File: src/rtl/motoro3_step_sequencer.sv
`default_nettype none
// ---------------------------------------------------------------------------
// motoro3_step_sequencer : 12-step commutation sequencer with per-step length latch
// Revision 1.0
// ---------------------------------------------------------------------------
module motoro3_step_sequencer #(
  parameter int CNT_W   = 25,
  parameter int MIN_LEN = 8
) (
  input  logic             clk,
  input  logic             rst,
  input  logic             start,
  input  logic             stop,
  input  logic             fault,
  input  logic             dir,
  input  logic [CNT_W-1:0] m3r_stepLen,
  output logic [3:0]       sgStep,
  output logic [CNT_W-1:0] m3cnt,
  output logic             m3cntFirst2,
  output logic             m3cntFirst1,
  output logic             m3cntLast2,
  output logic             m3cntLast1,
  output logic             pwmActive1,
  output logic             pwmLastStep1,
  output logic             cycleDone,
  output logic             busy
);

  typedef enum logic [1:0] {
    S_IDLE  = 2'd0,
    S_ARM   = 2'd1,
    S_RUN   = 2'd2,
    S_DRAIN = 2'd3
  } state_t;

  localparam logic [CNT_W-1:0] MIN_L = CNT_W'(MIN_LEN);
  localparam logic [CNT_W-1:0] ONE   = CNT_W'(1);
  localparam logic [CNT_W-1:0] TWO   = CNT_W'(2);

  state_t           state, state_n;
  logic [3:0]       step_n, step_adv;
  logic [CNT_W-1:0] cnt_n, len, len_n, len_req;
  logic             dir_q, dir_n;
  logic             stop_pend, pend_n;
  logic             active_n;

  function automatic logic [3:0] closing_step(input logic d);
    return d ? 4'd0 : 4'd11;
  endfunction

  assign len_req  = (m3r_stepLen < MIN_L) ? MIN_L : m3r_stepLen;
  assign step_adv = dir ? ((sgStep == 4'd0)  ? 4'd11 : sgStep - 4'd1)
                        : ((sgStep == 4'd11) ? 4'd0  : sgStep + 4'd1);

  always_comb begin
    state_n = state;
    step_n  = sgStep;
    cnt_n   = m3cnt;
    len_n   = len;
    dir_n   = dir_q;
    pend_n  = stop_pend;
    case (state)
      S_IDLE: begin
        if (start && !fault) state_n = S_ARM;
      end
      S_ARM: begin
        len_n   = len_req;
        dir_n   = dir;
        step_n  = dir ? 4'd11 : 4'd0;
        cnt_n   = len_req - ONE;
        state_n = S_RUN;
      end
      S_RUN, S_DRAIN: begin
        if (state == S_RUN && stop) pend_n = 1'b1;
        if (m3cnt == '0) begin
          if (state == S_DRAIN) begin
            state_n = S_IDLE;
            step_n  = 4'd0;
            pend_n  = 1'b0;
          end else begin
            dir_n  = dir;
            step_n = step_adv;
            len_n  = len_req;
            cnt_n  = len_req - ONE;
            if (pend_n && step_adv == closing_step(dir)) state_n = S_DRAIN;
          end
        end else begin
          cnt_n = m3cnt - ONE;
          // stop landing inside the closing step drains the remainder of that step
          if (state == S_RUN && pend_n && sgStep == closing_step(dir_q)) state_n = S_DRAIN;
        end
      end
      default: state_n = S_IDLE;
    endcase
    if (fault && state != S_IDLE) begin
      state_n = S_IDLE;
      step_n  = 4'd0;
      cnt_n   = '0;
      pend_n  = 1'b0;
    end
  end

  assign active_n = (state_n == S_RUN) || (state_n == S_DRAIN);

  always_ff @(posedge clk) begin
    if (rst) begin
      state        <= S_IDLE;
      sgStep       <= 4'd0;
      m3cnt        <= '0;
      len          <= MIN_L;
      dir_q        <= 1'b0;
      stop_pend    <= 1'b0;
      m3cntFirst2  <= 1'b0;
      m3cntFirst1  <= 1'b0;
      m3cntLast2   <= 1'b0;
      m3cntLast1   <= 1'b0;
      pwmActive1   <= 1'b0;
      pwmLastStep1 <= 1'b0;
      cycleDone    <= 1'b0;
      busy         <= 1'b0;
    end else begin
      state        <= state_n;
      sgStep       <= step_n;
      m3cnt        <= cnt_n;
      len          <= len_n;
      dir_q        <= dir_n;
      stop_pend    <= pend_n;
      m3cntFirst2  <= active_n && (cnt_n == len_n - ONE);
      m3cntFirst1  <= active_n && (cnt_n == len_n - TWO);
      m3cntLast2   <= active_n && (cnt_n == ONE);
      m3cntLast1   <= active_n && (cnt_n == '0);
      pwmActive1   <= active_n;
      pwmLastStep1 <= (state_n == S_DRAIN);
      cycleDone    <= active_n && (cnt_n == '0) && (step_n == closing_step(dir_n));
      busy         <= (state_n != S_IDLE);
    end
  end

endmodule
`default_nettype wire

File: config.mk
export PLATFORM = sky130hd
export DESIGN_NAME = motoro3_step_sequencer
export DESIGN_NICKNAME = d
export VERILOG_FILES = /design/src/rtl/motoro3_step_sequencer.sv
export SDC_FILE = /design/constraint.sdc
export NUM_CORES = 1
export LEC_CHECK = 0
export ABC_AREA = 1
export ABC_CLOCK_PERIOD_IN_PS = 6990
export CAP_MARGIN = 30
export CELL_PAD_IN_SITES_DETAIL_PLACEMENT = 1
export CELL_PAD_IN_SITES_GLOBAL_PLACEMENT = 1
export CORE_UTILIZATION = 43
export CTS_BUF_LIST = sky130_fd_sc_hd__clkbuf_16
export DETAILED_ROUTE_END_ITERATION = 6
export GPL_ROUTABILITY_DRIVEN = 0
export PLACE_DENSITY_LB_ADDON = 0.1
export SKIP_CTS_REPAIR_TIMING = 1
export SYNTH_ARGS = -nofsm -noshare
export SYNTH_HDL_FRONTEND = slang
export SYNTH_SLANG_ARGS = --single-unit
File: constraint.sdc
create_clock -name clk -period 6.99 [get_ports clk]
set_input_delay 0.699 -clock clk [delete_from_list [all_inputs] [get_ports clk]]
set_output_delay 0.699 -clock clk [all_outputs]
set_load 0.02 [all_outputs]
# After elaboration in Yosys (flattened, before gate mapping)
# Cells that the tools add are included.
totals:
  reg_bits: 66
  inputBits: 31
  output_inout_bits: 37
  wordCells: 87
op_classes:
  add_sub_neg: 6
  n_lt_le_gt_ge: 1
  n_eq_ne: 12
  muxes: 33
  n_reduce_logical: 21
op_table:
  columns: ["operator", "n"]
  rows:
  - ["25-bit two-way mux", 6]
  - ["25-bit case mux with 2 select lines", 2]
  - ["25-bit by 1-bit subtractor with 25-bit output (second input constant)", 3]
  - ["25-bit equality test", 2]
  - ["25-bit zero test", 2]
  - ["4-bit two-way mux", 10]
  - ["25-bit by 1-bit equality test with 1-bit output (second input constant)", 1]
  - ["25-bit by 4-bit less-than comparator with 1-bit output (second input constant)", 1]
  - ["25-bit by 2-bit subtractor with 25-bit output (second input constant)", 1]
  - ["4-bit equality test", 3]
  - ["2-bit two-way mux", 6]
  - ["1-bit logical AND", 11]
  - ["2-bit equality test (second input constant)", 4]
  - ["4-bit case mux with 2 select lines", 1]
  - ["1-bit two-way mux", 6]
  - ["2-bit case mux with 3 select lines", 1]
  - ["4-bit by 1-bit adder with 4-bit output (second input constant)", 1]
  - ["4-bit equality test (second input constant)", 1]
  - ["4-bit zero test", 1]
  - ["2-bit nonzero test", 2]
  - ["2-bit OR reduction", 2]
  - ["4-bit by 1-bit subtractor with 4-bit output (second input constant)", 1]
  - ["2-bit by 1-bit equality test with 1-bit output (second input constant)", 1]
  - ["2-bit zero test", 1]
  - ["3 further kinds", 3]

# Depth between registers and ports, before layout
# Gate-level depths: netlist of run 1.
logic_depth:
  ltp_word: 14
  mapped_depth: 27
  ltp_nobuf: 27

# Worst setup path after synthesis of run 1
# Ideal clock, no wire load.
synth_timing:
  kind: "flip-flop to flip-flop"
  from: "register m3cnt[0]"
  to: "register m3cntFirst2"
  setup_time_ns: 0.064
  arrival_time_ns: 3.078
  required_ns: 6.926
  slack_ns: 3.849
  stages_incl_launch_ff: 24
  n_path_buf: 0
  synth_period_minus_slack_ns: 3.141
  path_cell_list: "dfxtp_1 -> inv_1 -> ha_1 -> nand2_2 -> nor2_4 -> nand2_2 -> nor2_4 -> nand2_2 -> nand2_1 -> inv_1 -> nand2_1 -> nand3_1 -> inv_1 -> ha_1 -> inv_1 -> nor2_4 -> nand2_2 -> o21ai_0 -> nand3_1 -> nand2_1 -> nand2_1 -> nor2_1 -> nand3_1 -> nor2_1"
synth_via:
  elab_chain_cells: 7
  elab_cells_between_ends: 17
  classes_between: "add/sub: 2; eq/ne: 3; mux: 9; reduce/logical: 3"
synth_rtl:
  columns: ["element", "line", "rtl"]
  rows:
  - ["start, declared", "18", "output logic [CNT_W-1:0] m3cnt,"]
  - ["start signal, assigned", "124", "m3cnt <= cnt_n;"]
  - ["branches (longest 6 deep; another with 25-bit by 1-bit subtractor with 25-bit output)", null, null]
  - ["1-bit logical AND (*)", "128", "m3cntFirst2 <= active_n && (cnt_n == len_n - ONE);"]
  - ["end signal, assigned", "128", null]
  - ["end, declared", "19", "output logic m3cntFirst2,"]
# Mark *: on every way between the ends.
# A chain may end at the register's enable or synchronous reset.

# Worst setup path in the final report of run 1
# Same ends and word-level chain as after synthesis.

==> results of run 1 <==
power by group through the flow:
stage                     Clock [mW]  Combinational (mW)  Sequential (mW)
final                          0.584               0.749            0.426
after global routing           0.598               0.819            0.429
after CTS                      0.579               0.732            0.426
after detailed placement           0               0.722            0.434
after global placement             0               0.706            0.433
after floorplan                    0               0.485            0.444
metrics by stage:
stage	util [%]	worst slack, ps
floorplan	-	3850
global placement	49.8	2460
detailed placement	49.8	2410
CTS	52.1	2360
global route	52.1	1820
finish	52.1	2220
placed cells by master, fill, tap and decap left out, types with 4 or more instances in the layout:
master                            instances
sky130_fd_sc_hd__nand3_1                165
sky130_fd_sc_hd__o21ai_1                  5
sky130_fd_sc_hd__nand2_4                  7
sky130_fd_sc_hd__clkdlybuf4s50_1         66
sky130_fd_sc_hd__o21ai_2                  5
sky130_fd_sc_hd__nor3_1                  13
sky130_fd_sc_hd__buf_4                    4
sky130_fd_sc_hd__a21oi_1                 28
sky130_fd_sc_hd__bufinv_16                4
sky130_fd_sc_hd__clkbuf_16                9
sky130_fd_sc_hd__nor4_1                   7
sky130_fd_sc_hd__nand2_2                 26
sky130_fd_sc_hd__nand2_1                379
sky130_fd_sc_hd__nand3b_1                14
sky130_fd_sc_hd__nor2_1                 204
sky130_fd_sc_hd__nor2_4                  12
sky130_fd_sc_hd__o211ai_1                 7
sky130_fd_sc_hd__xor2_1                  17
sky130_fd_sc_hd__inv_1                  146
sky130_fd_sc_hd__o22ai_1                  5
sky130_fd_sc_hd__nor2_2                  13
sky130_fd_sc_hd__nand4_1                 16
sky130_fd_sc_hd__o21ai_0                 45
sky130_fd_sc_hd__ha_1                     7
sky130_fd_sc_hd__inv_2                    5
sky130_fd_sc_hd__dfxtp_1                 66
flip-flops by register name, indices dropped and copies added, names as in the netlist:
register	cells
busy	1
cycleDone	1
dir_q	1
len	25
m3cnt	25
m3cntFirst1	1
m3cntFirst2	1
m3cntLast1	1
m3cntLast2	1
pwmActive1	1
pwmLastStep1	1
sgStep	4
state	2
stop_pend	1
metal layers:
| layer | share of wire [%] | vias to the layer above |
|---|---|---|
| met4 | 4.2 | 0 |
| met1 | 44 | 4163 |
| met2 | 47 | 326 |
| met5 | 0 | - |
| met3 | 5.0 | 78 |
| li1 | - | 4118 |
path summary, 6_finish.rpt:
| path | endpoint | from | cells after the start |
|---|---|---|---|
| worst max-delay path | m3cntFirst2$_SDFF_PP0_ | m3cnt[0]$_SDFF_PP0_ | 23 |
| worst min-delay path | stop_pend$_SDFFE_PP0N_ | stop_pend$_SDFFE_PP0N_ | 2 |
| worst max register to register | m3cntFirst2$_SDFF_PP0_ | m3cnt[0]$_SDFF_PP0_ | 23 |
| worst min register to register | stop_pend$_SDFFE_PP0N_ | stop_pend$_SDFFE_PP0N_ | 2 |
cells in the mapped netlist, types with 3 or more instances:
| library cell | n | area share (%) |
|---|---|---|
| sky130_fd_sc_hd__nor3_1 | 13 | 0.95 |
| sky130_fd_sc_hd__inv_1 | 146 | 8.0 |
| sky130_fd_sc_hd__nand3_1 | 165 | 12 |
| sky130_fd_sc_hd__ha_1 | 7 | 1.3 |
| sky130_fd_sc_hd__a31oi_1 | 3 | 0.27 |
| sky130_fd_sc_hd__xor2_1 | 17 | 2.2 |
| sky130_fd_sc_hd__o211ai_1 | 7 | 0.76 |
| sky130_fd_sc_hd__o21ai_1 | 5 | 0.36 |
| sky130_fd_sc_hd__nand4_1 | 16 | 1.5 |
| sky130_fd_sc_hd__or2_2 | 3 | 0.27 |
| sky130_fd_sc_hd__nor4_1 | 7 | 0.64 |
| sky130_fd_sc_hd__o21ai_2 | 5 | 0.64 |
| sky130_fd_sc_hd__buf_6 | 3 | 0.49 |
| sky130_fd_sc_hd__buf_2 | 7 | 0.51 |
| sky130_fd_sc_hd__a21oi_1 | 28 | 2.0 |
| sky130_fd_sc_hd__nor2_4 | 12 | 2.0 |
| sky130_fd_sc_hd__and2_1 | 3 | 0.27 |
| sky130_fd_sc_hd__nor2_1 | 204 | 11 |
| sky130_fd_sc_hd__inv_2 | 5 | 0.27 |
| sky130_fd_sc_hd__nand2_4 | 7 | 1.1 |
| sky130_fd_sc_hd__o21ai_0 | 45 | 3.3 |
| sky130_fd_sc_hd__nand3b_1 | 14 | 1.5 |
| sky130_fd_sc_hd__clkbuf_1 | 16 | 0.87 |
| sky130_fd_sc_hd__nand2_2 | 26 | 2.4 |
| sky130_fd_sc_hd__nand2_1 | 379 | 21 |
| sky130_fd_sc_hd__dfxtp_1 | 66 | 19 |
| sky130_fd_sc_hd__nor2_2 | 13 | 1.2 |
| sky130_fd_sc_hd__o22ai_1 | 5 | 0.46 |
kinds of logic after synthesis:
| logic type | share of synthesized area, % |
|---|---|
| simple gates | 56.5 |
| flops | 19.2 |
| fa+ha+maj | 1.27 |
| buf+inv | 11.0 |
| xor+xnor | 2.42 |
| compound gates | 9.54 |
final cells by class:
cell class	count	area share, %
multi-input combinational	1007	59.8
tap	211	3.29
timing repair buffer	71	8.68
inverter	153	7.17
clock buffer	9	2.81
sequential	66	16.5
clock inverter	7	1.76
critical path: cells and delay by family (launching register included):
family | cells | cell delay (ps)
compound gates | 1 | 300
flops | 1 | 320
buf+inv | 4 | 690
simple gates | 16 | 2900
fa+ha+maj | 2 | 500
==> flow_summary.toml, run 1 <==
[status]
status = "finished clean"

[die]
core_area_um2 = 15400
floorplan_die_area_um2 = 16500
starting_utilization_of_the_core_area_pct = 44.7
floorplan.die.width_um = 128
top_level_ports = 68
placementRows = 45
die_y_um = 128

[global_route]
globalRouteOverflowTotal = 0
use_met3_pct = 3.53
grt_use_met1_pct = 46.3
first_global_vias = 8676
grt_max_degree = 64
grt_antenna_before_repair = 0
top_usage_layer = "met2"
global_route_wire_length_before_repair_um = 46300
grt.met2_usage_pct = 62.2
globalRouteTotalUtil_pct = 36.6

[drt]
routed_wire_length_per_instance_um = 19.2
route.vias.total = 8685
remaining_routing_drc_violations = 0
drt_iter0_markers = 614
first_pass_iters = 5
post_drt_via_cell_ratio = 5.70
route.final.wire_length_um = 29200
antenna_left = 0

[placed_design]
detailed_place_hpwl_um = 22900
postPlaceCellArea_um2 = 7650
port_buffers = 67
placed_cells_incl_taps = 1508

[sta]
worst_clock_skew_ps = 11.0
period_share_pct = 68.3
timing_hold_violations_final = 0
slew_headroom_pct = 30.4
whs_ps = 491
finalSetupTns_ps = 0
min_period_ps = 4770
finalMaxSlewViolations = 0
timing_worst_slew_pin_value_ps = 1030
unrepaired_setup_endpoints_after_global_routing = "no"
fmax_ghz = 0.209
setup_viol = 0

[worst_setup_path]
timing.critical_path.arrival_ps = 5070
worstSetupStartpointType = "flop"
worstSetupEndpointType = "flop"
critical_path.slowest_cell = "sky130_fd_sc_hd__nor2_4"
reg2reg_setup_slack_ps = 2220
worstPathCellList = "inv_1 > ha_1 > nand2_2 > nor2_4 > nand2_2 > nor2_4 > nand2_2 > nand2_1 > inv_1 > nand2_1 > nand3_1 > inv_1 > ha_1 > inv_1 > nor2_4 > nand2_2 > o21ai_0 > nand3_1 > nand2_1 > nand2_1 > nor2_1 > nand3_1 > nor2_1"
worst-path-max-fanout = 22
timing_worst_setup_path_type = "flop to flop"
critical_path.max_stage_delay_ps = 480
worst_path_required_ps = 7280

[synthesis]
synth.ff_latch_count = 66
ys_warn_count = 0
synth_cells = 1257
synth.cell_area_um2 = 6870
post_synth.cell_area_avg_um2 = 5.47
seq_area_frac_synth_pct = 19.2
synth_async_sr_flop_share_pct = 0
ys.flop_type = "sky130_fd_sc_hd__dfxtp_1"
synth_nets = 1295
synth.lib_cells_used.distinct = 49
synth-edff-count = 0

[clock_tree]
register_clock_pin_slew_on_the_reported_worst_setup_and_hold_paths_ps = 60
cts_buffers = 9
cts_tree = "yes"
clock_root_cell = "sky130_fd_sc_hd__clkbuf_16"
worst_skew_pair.late_latency_ps = 350
htreeDepth = 3
clock-sinks = 66
cts.path.max_buffers = 2

[final_layout]
layout_cell_share_with_drive_strength_beyond_1_pct = 7.24
final_nets = 1346
total_area_of_multi_input_combinational_cells_um2 = 4790
stdcell_count = 1524
num-fill-cells = 2328
seqCellArea_um2 = 1320
n_antenna_cell = 0
synthToLayoutAreaGrowth_pct = 16.6
fin_area_um2 = 8010

[power]
cellLeakagePower_nw = 3.90
seqPwrFrac_pct = 24.2
cellPowerDensity_nw_per_um2 = 220
internal_portion_of_total_power_mw = 1.01
power.ir.vdd_worst_v = 0.000114
power.combinational.fraction_pct = 42.6
clockPowerShare_pct = 33.2
netSwitchingPower_mw = 0.747
swShare_pct = 42.5
totalPowerFinal_mw = 1.76

[hold_path]
hold_path_class = "flop to flop"

[run]
timing.max_cap.violations = 0
Note: power is estimated with default switching activity, not from simulation.
==> run 2: changes to the inputs <==
- ABC_CLOCK_PERIOD_IN_PS: 6990 -> 4300
- CORE_UTILIZATION: 43 -> 36
- clock period: 6.99 -> 4.3 ns (I/O delays scaled with it)
==> run 2 against run 1 <==
Net effect: power rose by 56%; clock power rose by 40%; sequential share of layout area fell by 0.34 points; routed wire length down 2.2%; highest routed layer unchanged; worst hold slack got worse by 140 ps; register-to-register slack worse by 1600 ps.
==> flow_summary.toml, run 2 (synthesized netlist as in run 1, its figures left out) <==
[status]
status = "finished clean"

[hold_path]
timing.hold.worst.start = "rst"
hold_path_class = "primary input to flop"

[final_layout]
n_antenna_cell = 0
final_cell_mix = "sky130_fd_sc_hd__nand2_1, sky130_fd_sc_hd__nor2_1, sky130_fd_sc_hd__nand3_1"
stdcell_count = 1570
seqCellArea_um2 = 1320
synthToLayoutAreaGrowth_pct = 19.1
layout.cells.most_common = "sky130_fd_sc_hd__nand2_1"
layout_cell_share_with_drive_strength_beyond_1_pct = 8.83
fin_area_um2 = 8180
final_nets = 1369
num-fill-cells = 2642
reg.largest.list = "len x25, m3cnt x25, sgStep x4"
total_area_of_multi_input_combinational_cells_um2 = 4790
finished_core_util_pct = 43.7

[worst_setup_path]
timing_worst_setup_path_type = "primary input to flop"
timing.critical_path.arrival_ps = 4220
worstSetupEndpointType = "flop"
worst-path-max-fanout = 7
rr_startpoint = "m3cnt[0]$_SDFF_PP0_"
critical_path.startpoint = "m3r_stepLen[6]"
worst_path_required_ps = 4570
worstSetupStartpointType = "primary input"

[die]
core_area_um2 = 18700
top_level_ports = 68
floorplan_die_area_um2 = 19600
starting_utilization_of_the_core_area_pct = 36.7
die_y_um = 140
placementRows = 50
floorplan.die.width_um = 140

[sta]
min_period_ps = 3950
unrepaired_setup_endpoints_after_global_routing = "no"
timing_hold_violations_final = 0
fmax_ghz = 0.253
worst_clock_skew_ps = 11.9
timing_worst_slew_pin_value_ps = 1010
setup_slack_ps = 352
finalSetupTns_ps = 0
whs_ps = 353
period_share_pct = 91.8
setup_viol = 0
slew_headroom_pct = 31.7
finalMaxSlewViolations = 0

[placed_design]
placement.setup.worst_slack_ps = 152
postPlaceCellArea_um2 = 7860
port_buffers = 67
detailed_place_hpwl_um = 23400
placed_cells_incl_taps = 1554

[drt]
first_pass_iters = 5
remaining_routing_drc_violations = 0
route.vias.total = 8364
antenna_left = 0
drt_iter0_markers = 442
post_drt_via_cell_ratio = 5.33
route.final.wire_length_um = 28600
routed_wire_length_per_instance_um = 18.2

[clock_tree]
clock-sinks = 66
cts_buffers = 9
cts_tree = "yes"
register_clock_pin_slew_on_the_reported_worst_setup_and_hold_paths_ps = 60
cts.path.max_buffers = 2
clock_root_cell = "sky130_fd_sc_hd__clkbuf_16"
htreeDepth = 3
worst_skew_pair.late_latency_ps = 350

[power]
cellLeakagePower_nw = 3.99
power.ir.vdd_worst_v = 0.000180
cellPowerDensity_nw_per_um2 = 335
totalPowerFinal_mw = 2.74

[global_route]
globalRouteTotalUtil_pct = 29.9
globalRouteOverflowTotal = 0
first_global_vias = 8248
global_route_wire_length_before_repair_um = 45400
grt_antenna_before_repair = 0
grt_max_degree = 60

[run]
timing.max_cap.violations = 0
run 2: area by class of cell:
| class | count | share of cell area [%] |
|---|---|---|
| timing repair buffer | 94 | 10.8 |
| sequential | 66 | 16.2 |
| inverter | 153 | 7.02 |
| tap | 234 | 3.58 |
| clock buffer | 9 | 2.75 |
| clock inverter | 7 | 1.15 |
| multi-input combinational | 1007 | 58.6 |
run 2: power breakdown:
part	switching (mW)	internal, mW	total (mW)
Clock	0.312	0.507	0.819
Sequential	0.0402	0.652	0.692
Combinational	0.833	0.394	1.23
run 2: metal layers:
| metal | wire length, um | GRT usage (%) | vias up | part of all wire [%] |
|---|---|---|---|---|
| li1 | - | - | 4149 | - |
| met1 | 13700 | 40.2 | 4007 | 48 |
| met2 | 13200 | 50.2 | 173 | 46 |
| met3 | 986 | 2.87 | 35 | 3.5 |
| met4 | 688 | 9.60 | 0 | 2.4 |
| met5 | 0 | 0 | - | 0 |
run 2: worst paths after layout:
path / to / slack (ps) / cells past startpoint
worst max register to register: m3cntFirst2$_SDFF_PP0_ / 580 / 22
worst min register to register: stop_pend$_SDFFE_PP0N_ / 530 / 2
worst max-delay path: cycleDone$_SDFF_PP0_ / 350 / 19
worst min-delay path: pwmActive1$_SDFF_PP0_ / 350 / 2
run 2: critical path, stage by stage:
cell                              delay, ps
sky130_fd_sc_hd__clkdlybuf4s50_1        530
sky130_fd_sc_hd__nor2_1                 220
sky130_fd_sc_hd__nand2_1                120
sky130_fd_sc_hd__nor2_1                 190
sky130_fd_sc_hd__nand3_2                210
sky130_fd_sc_hd__nand2_1                160
sky130_fd_sc_hd__ha_1                   180
sky130_fd_sc_hd__inv_1                   50
sky130_fd_sc_hd__nor2_1                 240
sky130_fd_sc_hd__nand2_1                240
sky130_fd_sc_hd__nand2_1                110
sky130_fd_sc_hd__nand3_1                 90
sky130_fd_sc_hd__nand3_1                280
sky130_fd_sc_hd__nand4_1                140
sky130_fd_sc_hd__nor2_1                 150
sky130_fd_sc_hd__nand3_1                160
sky130_fd_sc_hd__nor3_1                 250
sky130_fd_sc_hd__nand3b_1               260
sky130_fd_sc_hd__nor3_1                 190
